File: src/rtl/switch_event_pkg.sv
// switch_event_pkg: shared state encoding and cycle-budget defaults for the switch path
package switch_event_pkg;
    localparam int unsigned C_LONG_LIMIT = 50000000;
    localparam int unsigned C_GAP_LIMIT  = 12500000;
    localparam int unsigned C_CNT_WIDTH  = 26;
    typedef enum logic [2:0] {IDLE, PRESSED, LONG_HELD, GAP, SECOND} state_e;
endpackage

File: src/rtl/switch_edge_detect.sv
// switch_edge_detect: registers the debounced level twice and derives rise/fall
module switch_edge_detect (
    input  logic clk,
    input  logic rst_n,
    input  logic i_switch,
    output logic o_level,
    output logic o_rise,
    output logic o_fall
);
    logic r_sw_q, r_sw_dly_q;
    always_ff @(posedge clk or negedge rst_n) begin
        if (!rst_n) begin
            r_sw_q     <= 1'b0;
            r_sw_dly_q <= 1'b0;
        end else begin
            r_sw_q     <= i_switch;
            r_sw_dly_q <= r_sw_q;
        end
    end
    assign o_level = r_sw_q;
    assign o_rise  = r_sw_q & ~r_sw_dly_q;
    assign o_fall  = ~r_sw_q & r_sw_dly_q;
endmodule

File: src/rtl/switch_event_decoder.sv
// switch_event_decoder: turns a debounced switch level into press/release/short/long/double pulses
module switch_event_decoder
    import switch_event_pkg::*;
#(
    parameter int unsigned c_LONG_LIMIT = C_LONG_LIMIT,
    parameter int unsigned c_GAP_LIMIT  = C_GAP_LIMIT,
    parameter int unsigned c_CNT_WIDTH  = C_CNT_WIDTH
) (
    input  logic clk,
    input  logic rst_n,
    input  logic i_switch,
    output logic o_level,
    output logic o_press,
    output logic o_release,
    output logic o_short,
    output logic o_long,
    output logic o_double
);
    localparam logic [c_CNT_WIDTH-1:0] LONG_TERM = c_CNT_WIDTH'(c_LONG_LIMIT - 1);
    localparam logic [c_CNT_WIDTH-1:0] GAP_TERM  = c_CNT_WIDTH'(c_GAP_LIMIT - 1);
    logic rise, fall;
    state_e state_q, state_d;
    logic [c_CNT_WIDTH-1:0] cnt_q, cnt_d;
    logic press_q, release_q, short_q, long_q, double_q;
    logic short_d, long_d, double_d;
    switch_edge_detect u_edge (
        .clk      (clk),
        .rst_n    (rst_n),
        .i_switch (i_switch),
        .o_level  (o_level),
        .o_rise   (rise),
        .o_fall   (fall)
    );
    // An edge always takes priority over a terminal count arriving in the same cycle
    always_comb begin
        state_d  = state_q;
        short_d  = 1'b0;
        long_d   = 1'b0;
        double_d = 1'b0;
        case (state_q)
            IDLE:      if (rise) state_d = PRESSED;
            PRESSED:   if (fall) state_d = GAP;
                       else if (cnt_q == LONG_TERM) begin
                           long_d  = 1'b1;
                           state_d = LONG_HELD;
                       end
            LONG_HELD: if (fall) state_d = IDLE;
            GAP:       if (rise) begin
                           double_d = 1'b1;
                           state_d  = SECOND;
                       end else if (cnt_q == GAP_TERM) begin
                           short_d = 1'b1;
                           state_d = IDLE;
                       end
            SECOND:    if (fall) state_d = IDLE;
            default:   state_d = IDLE;
        endcase
        cnt_d = (state_d != state_q) ? '0 :
                (state_q == PRESSED || state_q == GAP) ? cnt_q + c_CNT_WIDTH'(1) : cnt_q;
    end
    always_ff @(posedge clk or negedge rst_n) begin
        if (!rst_n) begin
            state_q   <= IDLE;
            cnt_q     <= '0;
            press_q   <= 1'b0;
            release_q <= 1'b0;
            short_q   <= 1'b0;
            long_q    <= 1'b0;
            double_q  <= 1'b0;
        end else begin
            state_q   <= state_d;
            cnt_q     <= cnt_d;
            press_q   <= rise;
            release_q <= fall;
            short_q   <= short_d;
            long_q    <= long_d;
            double_q  <= double_d;
        end
    end
    assign o_press   = press_q;
    assign o_release = release_q;
    assign o_short   = short_q;
    assign o_long    = long_q;
    assign o_double  = double_q;
endmodule

File: config.mk
export PLATFORM = sky130hd
export DESIGN_NAME = switch_event_decoder
export DESIGN_NICKNAME = d
export VERILOG_FILES = /design/src/rtl/switch_event_pkg.sv /design/src/rtl/switch_edge_detect.sv /design/src/rtl/switch_event_decoder.sv
export SDC_FILE = /design/constraint.sdc
export NUM_CORES = 1
export LEC_CHECK = 0
export BUFFER_PORTS_ARGS = -buffer_cell sky130_fd_sc_hd__buf_2
export CAP_MARGIN = 20
export CORE_ASPECT_RATIO = 0.5
export CORE_MARGIN = 8
export CORE_UTILIZATION = 45
export CTS_CLUSTER_DIAMETER = 30
export DETAILED_ROUTE_END_ITERATION = 10
export PLACE_DENSITY = 0.67
export SLEW_MARGIN = 10
export SYNTH_ARGS = -nofsm -noshare
export SYNTH_HDL_FRONTEND = slang
export SYNTH_HIERARCHICAL = 1
export SYNTH_SLANG_ARGS = --single-unit
File: constraint.sdc
create_clock -name clk -period 2.3 [get_ports clk]
set_input_delay 0.46 -clock clk [delete_from_list [all_inputs] [get_ports clk]]
set_output_delay 0.46 -clock clk [all_outputs]
set_load 0.01 [all_outputs]
==> results.cfg <==
[synthesis]
yosys_warnings = 6
synth_edf_count = 0
avgSynthCellArea_sq_um = 9.81
postSynthNetCount = 200
ys_ff_latch = 36
netlist_instances = 196
ys_async_sr_fraction_pct = 100
yosysUniqueCellTypes = 42
ys_seq_area_share_pct = 46.9
synthFlopType = dfrtp_1
syn_area_sq_um = 1920

[timing]
fin_crit_sh_pct = 100
min_period_ns = 2.31
setup_viol_count_final = 11
tightest_slew_ns = 0.814
hold_violations = 0
rsz0062_at_grt = true
skew_ns = 0.00641
slew_violations = 0
setup_tns_ns = -0.0454
fin_ws_ns = -0.0102
max_freq_mhz = 433
slew_headroom_pct = 45.7

[pwr]
p_sw_mw = 0.629
p_per_area_nw_per_um2 = 804
irDropWorstVdd_mv = 0.325
p_sw_share_pct = 34.7
leakage_nw = 0.972
p_seq_share_pct = 41.8
clockPowerShare_pct = 25.6
combPwrFrac_pct = 32.5
p_int_mw = 1.18

[finish]
final_layout_size_suffix_gt1_share_pct = 18.5
syn_to_final_growth_pct = 17.3
antenna_cells = 0
nets = 225
fin_util_pct = 56.3
mostFrequentLayoutCells = 36 x dfrtp_1, 19 x buf_4, 12 x o21ai_0, 12 x a21oi_1
final_common_cell = dfrtp_1

[setup_path]
cp.required_ns = 2.47
end_kind = flip-flop
r2r_start = cnt_q[6]$_DFFE_PN0P_
startpoint_type = flip-flop
regToRegSetupSlack_ns = -0.01
crit_fanout = 8
timing.rr.end = cnt_q[4]$_DFFE_PN0P_
worst-setup-path-type = flip-flop to flip-flop
worstRegToRegCells = 6
cp.arrival_ns = 2.48

[die]
num_io_pins = 9
die_h_microns = 62.2
core_sq_um = 4000
die-area_sq_um = 6740
row_count = 16
die_x_microns = 108
initial_core_util_pct = 48.0

[global_routing]
grt_max_degree = 37
grtUsageTotal_pct = 14.4
grt_pass1_vias = 1595
antenna_found_initial = 0
grt_overflow_total = 0
grt_pass1_wl_mm = 7.79

[clock_tree]
clock_sinks = 36
clock-root-buffer = clkbuf_8
cts_buffers = 5
path_clk_slew_ns = 0.07
cts.htree.levels = 2
cts_tree = yes
clock_latency_ns = 0.29
clock_path_buffers = 2

[route]
wl_mm = 4.53
vias_per_cell = 6.07
dr.pass1.iters = 4
drc = 0
wl_per_cell_microns = 16.4
postRouteAntennaNets = 0
via_count = 1676
drtIter0Drc = 107

[placement]
dpl.hpwl_mm = 3.04
post-place-ws_ns = -0.0423
io_buffers = 8
gp_congestion = 0.792

[hold_path]
worstHoldPathType = input pin to asynchronous set/reset pin

[status]
status = finished with violations
violations = negative setup slack

[job]
max_cap_violations = 0
## power by group through the flow
| stage | Clock (mW) | Combinational [mW] | Sequential [mW] |
|---|---|---|---|
| detailed placement | 0 | 0.517 | 0.767 |
| finish | 0.464 | 0.589 | 0.758 |
| global route | 0.515 | 0.640 | 0.767 |
| CTS | 0.474 | 0.568 | 0.757 |
| global placement | 0 | 0.509 | 0.765 |
| floorplan | 0 | 0.390 | 0.742 |
## worst max-delay path by stage
stage	startpoint	endpoint	slack [ns]	depth (start not counted)
detailed placement	cnt_q[6]$_DFFE_PN0P_	cnt_q[15]$_DFFE_PN0P_	-0.04	5
global placement	cnt_q[6]$_DFFE_PN0P_	cnt_q[13]$_DFFE_PN0P_	0.02	5
CTS	cnt_q[6]$_DFFE_PN0P_	cnt_q[19]$_DFFE_PN0P_	-0.01	6
finish	cnt_q[6]$_DFFE_PN0P_	cnt_q[4]$_DFFE_PN0P_	-0.01	6
floorplan	cnt_q[6]$_DFFE_PN0P_	cnt_q[16]$_DFFE_PN0P_	0.04	6
global route	cnt_q[6]$_DFFE_PN0P_	cnt_q[5]$_DFFE_PN0P_	-0.08	6
## state kept, by name, summed over array words and instances (netlist names)
register / flops
cnt_q: 26
o_double: 1
o_long: 1
o_press: 1
o_release: 1
o_short: 1
state_q: 3
u_edge/o_level: 1
u_edge/r_sw_dly_q: 1
## stage by stage
stage / cell area [sq um] / hold WS [ns] / cells / power [mW]
2_1_floorplan: 1920 / 0.164 / 196 / 1.13
3_3_place_gp: 2120 / 0.395 / 265 / 1.27
5_1_grt: 2250 / 0.275 / 276 / 1.92
6_report: 2250 / 0.257 / 276 / 1.81
3_5_place_dp: 2120 / 0.421 / 265 / 1.28
4_1_cts: 2230 / 0.286 / 275 / 1.80
## final cells by class
type                    instances  area (sq um)
fillers                       351          1750
multi-input cells             141           940
flip-flops and latches         36           901
repair buffers                 30           229
clock buffers                   8          90.1
well taps                      54          67.6
inverters                       7          26.3
## per-layer routing
| metal | wire length (microns) | vias up | GRT usage [%] |
|---|---|---|---|
| li1 | - | 791 | - |
| met4 | 70 | 0 | 6.09 |
| met2 | 2060 | 34 | 21.7 |
| met3 | 240 | 8 | 4.12 |
| met5 | 0 | - | 0 |
| met1 | 2160 | 843 | 18.7 |
## worst max-delay path, cell delays in order, from the launching register on
cell and delay (ns):
dfrtp_1 0.38, or4_1 0.52, or4_4 0.53, a222oi_1 0.32, buf_4 0.20, buf_4 0.17
a21oi_1 0.08
## cell families (layout without fill, tap and decap cells)
kind of cell	after synthesis	count (layout)	share of synthesized area, %
buffers and inverters	19	45	4.75
AND/OR/NAND/NOR	75	75	24.0
XOR/XNOR	11	11	5.01
multiplexers	3	3	1.63
adder cells (fa/ha/maj)	1	1	0.651
flip-flops	36	36	46.9
AO/OA/AOI/OAI	51	51	17.1
## synthesized netlist by cell type (2+ instances only)
master,instances,area share (%)
mux2i_1,2,1.0
nor3_1,6,1.6
nor2b_1,2,0.65
nor2_1,5,0.98
a22oi_1,13,5.1
nand4_1,6,2.0
nand2_1,10,2.0
a21oi_1,12,3.1
nand3_1,8,2.1
o21a_1,2,0.78
buf_6,2,1.2
clkbuf_1,7,1.4
xor2_1,3,1.4
and4_1,3,1.4
nor4_1,2,0.65
nand4b_1,2,0.91
xnor2_1,8,3.6
nand2b_1,2,0.65
o21ai_0,12,3.1
o31ai_1,6,2.3
dfrtp_1,36,47
or4_1,11,4.3
inv_1,7,1.4
or3_1,10,3.3
nor3b_1,2,0.78
## repair_timing
item / CTS / global route
setup buffers: 1 / 1
cloned: 1 / 0
resized for setup: 5 / 3
setup endpoints to repair: 20 / 26
pin swaps: 1 / 1
hold buffers: 0 / 0
No activity file was read; power rests on OpenSTA's default activity.
